$ cat src/rtl/step_controller.sv
// step_controller: single-step / free-run clock-enable generator for a soft core.
//
// A debounced step key issues one cpu_ce strobe per press while stopped. A run
// switch selects free-running mode, where a programmable divider issues strobes
// periodically. An optional PC breakpoint halts free-running mode.
//
// Optional feature: define STEP_CTRL_BREAKPOINT_EN to compile in the breakpoint
// logic. Without it, bp_en/bp_addr/pc are ignored and HALT is unreachable.
//
// Ports:
//   clk         in   system clock, rising edge
//   reset_n     in   asynchronous active-low reset
//   key_step_n  in   raw step pushbutton (active-low, bouncing)
//   run_sw      in   raw run switch (1 = free-running)
//   rate_sel    in   run-rate select: period = max(1, RUN_DIV >> (2*rate_sel))
//   bp_en       in   breakpoint enable
//   bp_addr     in   breakpoint address, compared against pc[7:0]
//   pc          in   current core PC
//   cpu_ce      out  one-cycle clock-enable strobe to the core
//   halted      out  high while in HALT
//   state       out  FSM state: IDLE=00, RUN=01, HALT=10
//   step_count  out  strobes issued since reset (wraps)
module step_controller #(
  parameter int unsigned DEBOUNCE_CYCLES = 1000000,
  parameter int unsigned RUN_DIV         = 25000000
) (
  input  logic        clk,
  input  logic        reset_n,
  input  logic        key_step_n,
  input  logic        run_sw,
  input  logic [1:0]  rate_sel,
  input  logic        bp_en,
  input  logic [7:0]  bp_addr,
  input  logic [31:0] pc,
  output logic        cpu_ce,
  output logic        halted,
  output logic [1:0]  state,
  output logic [15:0] step_count
);

  typedef enum logic [1:0] {
    StIdle = 2'b00,
    StRun  = 2'b01,
    StHalt = 2'b10
  } state_e;

  localparam int unsigned         DbW    = $clog2(DEBOUNCE_CYCLES + 1);
  localparam logic [DbW-1:0]      DbLast = DbW'(DEBOUNCE_CYCLES - 1);

  // Synchronizers
  logic key_meta_q, key_sync_q, run_meta_q, run_sync_q;

  // Debouncer
  logic [DbW-1:0] db_cnt_q, db_cnt_d;
  logic           key_lvl_q, key_lvl_d, key_prev_q;
  logic           press_ev;

  // Control
  state_e      state_q, state_d;
  logic [31:0] div_q, div_d;
  logic [1:0]  rate_q;
  logic        step_q, step_d;
  logic        run_ce;
  logic [15:0] step_cnt_q;
  logic [31:0] shifted, period_last;
  logic        rate_chg, bp_hit;

  // Debounce: count consecutive samples that disagree with the accepted level;
  // a sample that agrees restarts the count.
  always_comb begin
    db_cnt_d  = '0;
    key_lvl_d = key_lvl_q;
    if (key_sync_q != key_lvl_q) begin
      if (db_cnt_q == DbLast) key_lvl_d = key_sync_q;
      else                    db_cnt_d  = db_cnt_q + 1'b1;
    end
  end

  assign press_ev = key_prev_q & ~key_lvl_q;

  assign shifted     = 32'(RUN_DIV) >> {rate_sel, 1'b0};
  assign period_last = (shifted == 32'd0) ? 32'd0 : shifted - 32'd1;
  assign rate_chg    = (rate_sel != rate_q);

`ifdef STEP_CTRL_BREAKPOINT_EN
  assign bp_hit = bp_en && (pc[7:0] == bp_addr);
  assign halted = (state_q == StHalt);
  logic unused_pc_hi;
  assign unused_pc_hi = ^pc[31:8];
`else
  assign bp_hit = 1'b0;
  assign halted = 1'b0;
  logic unused_bp;
  assign unused_bp = ^{bp_en, bp_addr, pc};
`endif

  always_comb begin
    state_d = state_q;
    div_d   = div_q;
    step_d  = 1'b0;
    run_ce  = 1'b0;
    unique case (state_q)
      StIdle: begin
        if (run_sync_q) begin
          state_d = StRun;
          div_d   = '0;
        end else begin
          step_d = press_ev;
        end
      end
      StRun: begin
        if (!run_sync_q) begin
          state_d = StIdle;
          div_d   = '0;
        end else if (rate_chg && (div_q >= period_last)) begin
          // Shortened period already passed: restart without a strobe.
          div_d = '0;
        end else if (div_q == period_last) begin
          div_d = '0;
          if (bp_hit) state_d = StHalt;
          else        run_ce  = 1'b1;
        end else begin
          div_d = div_q + 32'd1;
        end
      end
      StHalt: begin
        if (!run_sync_q) state_d = StIdle;
        else             step_d  = press_ev;
      end
      default: state_d = StIdle;
    endcase
  end

  always_ff @(posedge clk or negedge reset_n) begin
    if (!reset_n) begin
      key_meta_q <= 1'b1;
      key_sync_q <= 1'b1;
      run_meta_q <= 1'b0;
      run_sync_q <= 1'b0;
      db_cnt_q   <= '0;
      key_lvl_q  <= 1'b1;
      key_prev_q <= 1'b1;
      state_q    <= StIdle;
      div_q      <= '0;
      rate_q     <= 2'b00;
      step_q     <= 1'b0;
      step_cnt_q <= '0;
    end else begin
      key_meta_q <= key_step_n;
      key_sync_q <= key_meta_q;
      run_meta_q <= run_sw;
      run_sync_q <= run_meta_q;
      db_cnt_q   <= db_cnt_d;
      key_lvl_q  <= key_lvl_d;
      key_prev_q <= key_lvl_q;
      state_q    <= state_d;
      div_q      <= div_d;
      rate_q     <= rate_sel;
      step_q     <= step_d;
      if (cpu_ce) step_cnt_q <= step_cnt_q + 16'd1;
    end
  end

  assign cpu_ce     = run_ce | step_q;
  assign state      = state_q;
  assign step_count = step_cnt_q;

endmodule

$ cat config.mk
export PLATFORM = sky130hd
export DESIGN_NAME = step_controller
export DESIGN_NICKNAME = d
export VERILOG_FILES = /design/src/rtl/step_controller.sv
export SDC_FILE = /design/constraint.sdc
export NUM_CORES = 1
export LEC_CHECK = 0
export CORE_UTILIZATION = 41
export CTS_BUF_LIST = sky130_fd_sc_hd__clkbuf_16
export DETAILED_ROUTE_END_ITERATION = 6
export PLACE_DENSITY = 0.68
export SYNTH_ARGS = -nofsm -noshare
export SYNTH_HDL_FRONTEND = slang
export SYNTH_SLANG_ARGS = --single-unit
export TNS_END_PERCENT = 20
$ cat constraint.sdc
create_clock -name clk -period 3.1 [get_ports clk]
set_input_delay 0.62 -clock clk [delete_from_list [all_inputs] [get_ports clk]]
set_output_delay 0.62 -clock clk [all_outputs]
set_load 0.02 [all_outputs]
==> results.json, run 1 <==
{
  "status": "finished, final reports clean",
  "cp.arrival_ns": 3.24,
  "timing.slew.headroom": 0.333,
  "p_leak_nw": 2.43,
  "synth_top_area_cell": "dfrtp_1",
  "synthAdderAreaFrac": 0.103,
  "clkLatencyLatePin_ns": 0.34,
  "diodes": 0,
  "synth-main-ff-cell": "dfrtp_1",
  "hp-start": "run_meta_q",
  "cp_max_fo": 10,
  "place_hpwl_mm": 6.90,
  "syn_avg_cell_area_um2": 9.42,
  "cts_tree": "done",
  "cts_sinks": 78,
  "switching_power_w": 0.000772,
  "totalWireLength_mm": 10.1,
  "yosys.area_share.simple": 0.233,
  "die-area_um2": 11400,
  "period_share": 0.974,
  "clk_path_buf_depth": 2,
  "synth_top_family_by_area": "simple AND/OR/NAND/NOR gates",
  "fin_nets": 629,
  "htree_levels": 3,
  "die_w_um": 107,
  "wire_per_inst_um": 14.7,
  "dp_cells": 662,
  "area_delta_synth_final_pct": 23.5,
  "synth_top_area_frac": 0.410,
  "io_pins": 67,
  "yosys-top-cells-area": "dfrtp_1 (41%), ha_1 (10%), nand2_1 (4.4%), xnor2_1 (3.9%), nand3_1 (3.8%)",
  "cp-startpoint": "rate_sel[1]",
  "hold_path.class": "register to register",
  "sw_frac_of_total": 0.282,
  "fin_cells": 686,
  "hold_violations": 0,
  "vias_per_cell": 5.48,
  "cts_buffers": 9,
  "grt_pass1_vias": 3707,
  "drc": 0,
  "power_w": 0.00274,
  "worstSetupEndpointType": "register",
  "clk_pin_slew_ns": 0.06,
  "setup_viol": 0,
  "combPwrFrac": 0.184,
  "start_kind": "input port",
  "power_frac_seq": 0.395,
  "ctsHoldBuffers": 0,
  "power_density_nw_per_um2": 492,
  "r2r_start": "div_q[25]",
  "yosys_warnings": 0,
  "die_y_um": 107,
  "syn_inst": 479,
  "dr.pass1.iters": 4,
  "yosysUniqueCellTypes": 52,
  "drt_iter0_markers": 132,
  "synth_xor_area_frac": 0.0718,
  "final_cell_mix": "dfrtp_1 (74), nand2_1 (53), nor2_1 (41), buf_4 (36)",
  "p_clk_frac": 0.421,
  "drive_gt1_frac": 0.145,
  "core_um2": 10500,
  "cts_root_buf": "clkbuf_16",
  "num_rows": 37,
  "vias": 3756,
  "layout_commonest_cell": "dfrtp_1",
  "min_period_ns": 3.02,
  "synth_mux_area_frac": 0.0116,
  "antenna_found_initial": 0,
  "synth-seq-area-share": 0.434,
  "worstMarginPinSlew_ns": 1.00,
  "synth_edf_count": 0,
  "cp.required_ns": 3.32,
  "timing.fmax_mhz": 331,
  "ant_nets": 0,
  "io_buffer_count": 23,
  "grt_overflow": 0,
  "synth_compound_area_frac": 0.110,
  "grt_first_pass_wirelength_mm": 17.4,
  "grt_max_degree": 79,
  "place.gp.congestion": 0.897,
  "start_util": 0.429,
  "drv_slew": 0,
  "p_int_w": 0.00197,
  "path_class": "input port to register",
  "async_flop_share": 1.00,
  "track_usage": 0.192,
  "yosys_register_bits": 78,
  "finClkSkew_ns": 0.00740,
  "maxCapViolCount": 0,
  "synth_area_um2": 4510,
  "vdd_ir_drop_max_mv": 0.314
}
==> area by class of cell <==
| type | count | area (um^2) |
|---|---|---|
| flip-flops and latches | 78 | 1960 |
| clock inverters | 7 | 96.3 |
| repair buffers | 63 | 552 |
| fillers | 938 | 4930 |
| clock buffers | 9 | 225 |
| inverters | 21 | 78.8 |
| multi-input cells | 372 | 2490 |
| well taps | 136 | 170 |
==> state kept, by name, summed over array words and instances, names as in the netlist, 2 cells and up <==
name	cells
div_q	32
db_cnt_q	20
step_count	16
rate_q	2
==> cell usage after synthesis (3+ instances only) <==
cell      count
nand4_1      23
and2_1        6
o22ai_1       6
buf_4         3
mux2i_1       3
nor4_1        6
or3_1         8
nand2_1      53
a221o_1       5
nand3_1      34
nor3_1       11
o31ai_1       6
xnor2_1      20
o211ai_1     11
buf_2         6
dfrtp_1      74
clkbuf_1      6
o311ai_0      4
o21ai_0       9
a21oi_1      15
a31oi_1       6
xor2_1       17
nor2_1       41
inv_1        21
ha_1         37
and3_1       11
dfstp_2       4
==> timing repair <==
action / CTS / global route
pin swaps: 11 / 10
buffers inserted: 7 / 1
gates cloned: 0 / 0
setup endpoints to repair: 38 / 30
resized for setup: 26 / 7
==> power by group through the flow <==
stage / logic, W / registers, W / clock network, W
finish: 0.000504 / 0.00108 / 0.00115
floorplan: 0.000245 / 0.00110 / 0
global placement: 0.000436 / 0.00110 / 0
global route: 0.000551 / 0.00109 / 0.00122
CTS: 0.000498 / 0.00108 / 0.00117
detailed placement: 0.000453 / 0.00110 / 0
==> cell families after synthesis <==
logic type / Yosys count
mux: 5
xor+xnor: 37
fa+ha+maj: 37
flops: 78
other cells: 2
simple gates: 210
compound gates: 72
buf+inv: 38
==> metal layers <==
layer  GRT usage  vias up  routed length [um]
met2       0.313       68                4730
met3      0.0280       20                 306
met1       0.247     1819                4750
met4       0.101        0                 259
met5           0        -                   0
li1            -     1849                   -
==> path summary, 6_finish.rpt <==
path                                to  slack, ns  depth (start not counted)
setup / recovery             div_q[15]       0.08                         15
hold reg to reg             run_sync_q       0.35                          0
max in group asynchronous  db_cnt_q[4]       2.00                          1
min in group asynchronous     div_q[7]       0.41                          1
hold / removal              run_sync_q       0.35                          0
setup reg to reg             div_q[15]       0.40                         10
==> metrics by stage <==
stage / worst slack, ns / hold WS, ns / setup TNS (ns) / utilization / area (um^2)
final: 0.0804 / 0.347 / 0 / 0.530 / 5570
after global routing: -0.0464 / 0.364 / -0.205 / 0.530 / 5570
after CTS: 0.0482 / 0.348 / 0 / 0.525 / 5520
after detailed placement: -0.735 / 0.335 / -18.83 / 0.485 / 5100
after global placement: -0.666 / 0.338 / -13.84 / 0.485 / 5100
after floorplan: 0.133 / 0.324 / 0 / - / 4550
==> worst max-delay path: stages <==
cell and delay [ns]:
clkdlybuf4s15_1 0.22, inv_2 0.07, ha_4 0.28, inv_1 0.07
ha_1 0.30, nand4_1 0.16, buf_4 0.19, nor2_1 0.12
o2bb2ai_1 0.15, o311ai_2 0.14, and3_1 0.23, buf_4 0.15
buf_8 0.14, and3_1 0.16, a221o_1 0.26
(Power assumes the default switching activity.)
==> run 2: changes to the inputs <==
- GPL_ROUTABILITY_DRIVEN: unset -> 0
==> results of run 2 <==
The final DEF is identical to that of run 1; final timing and power are the same.
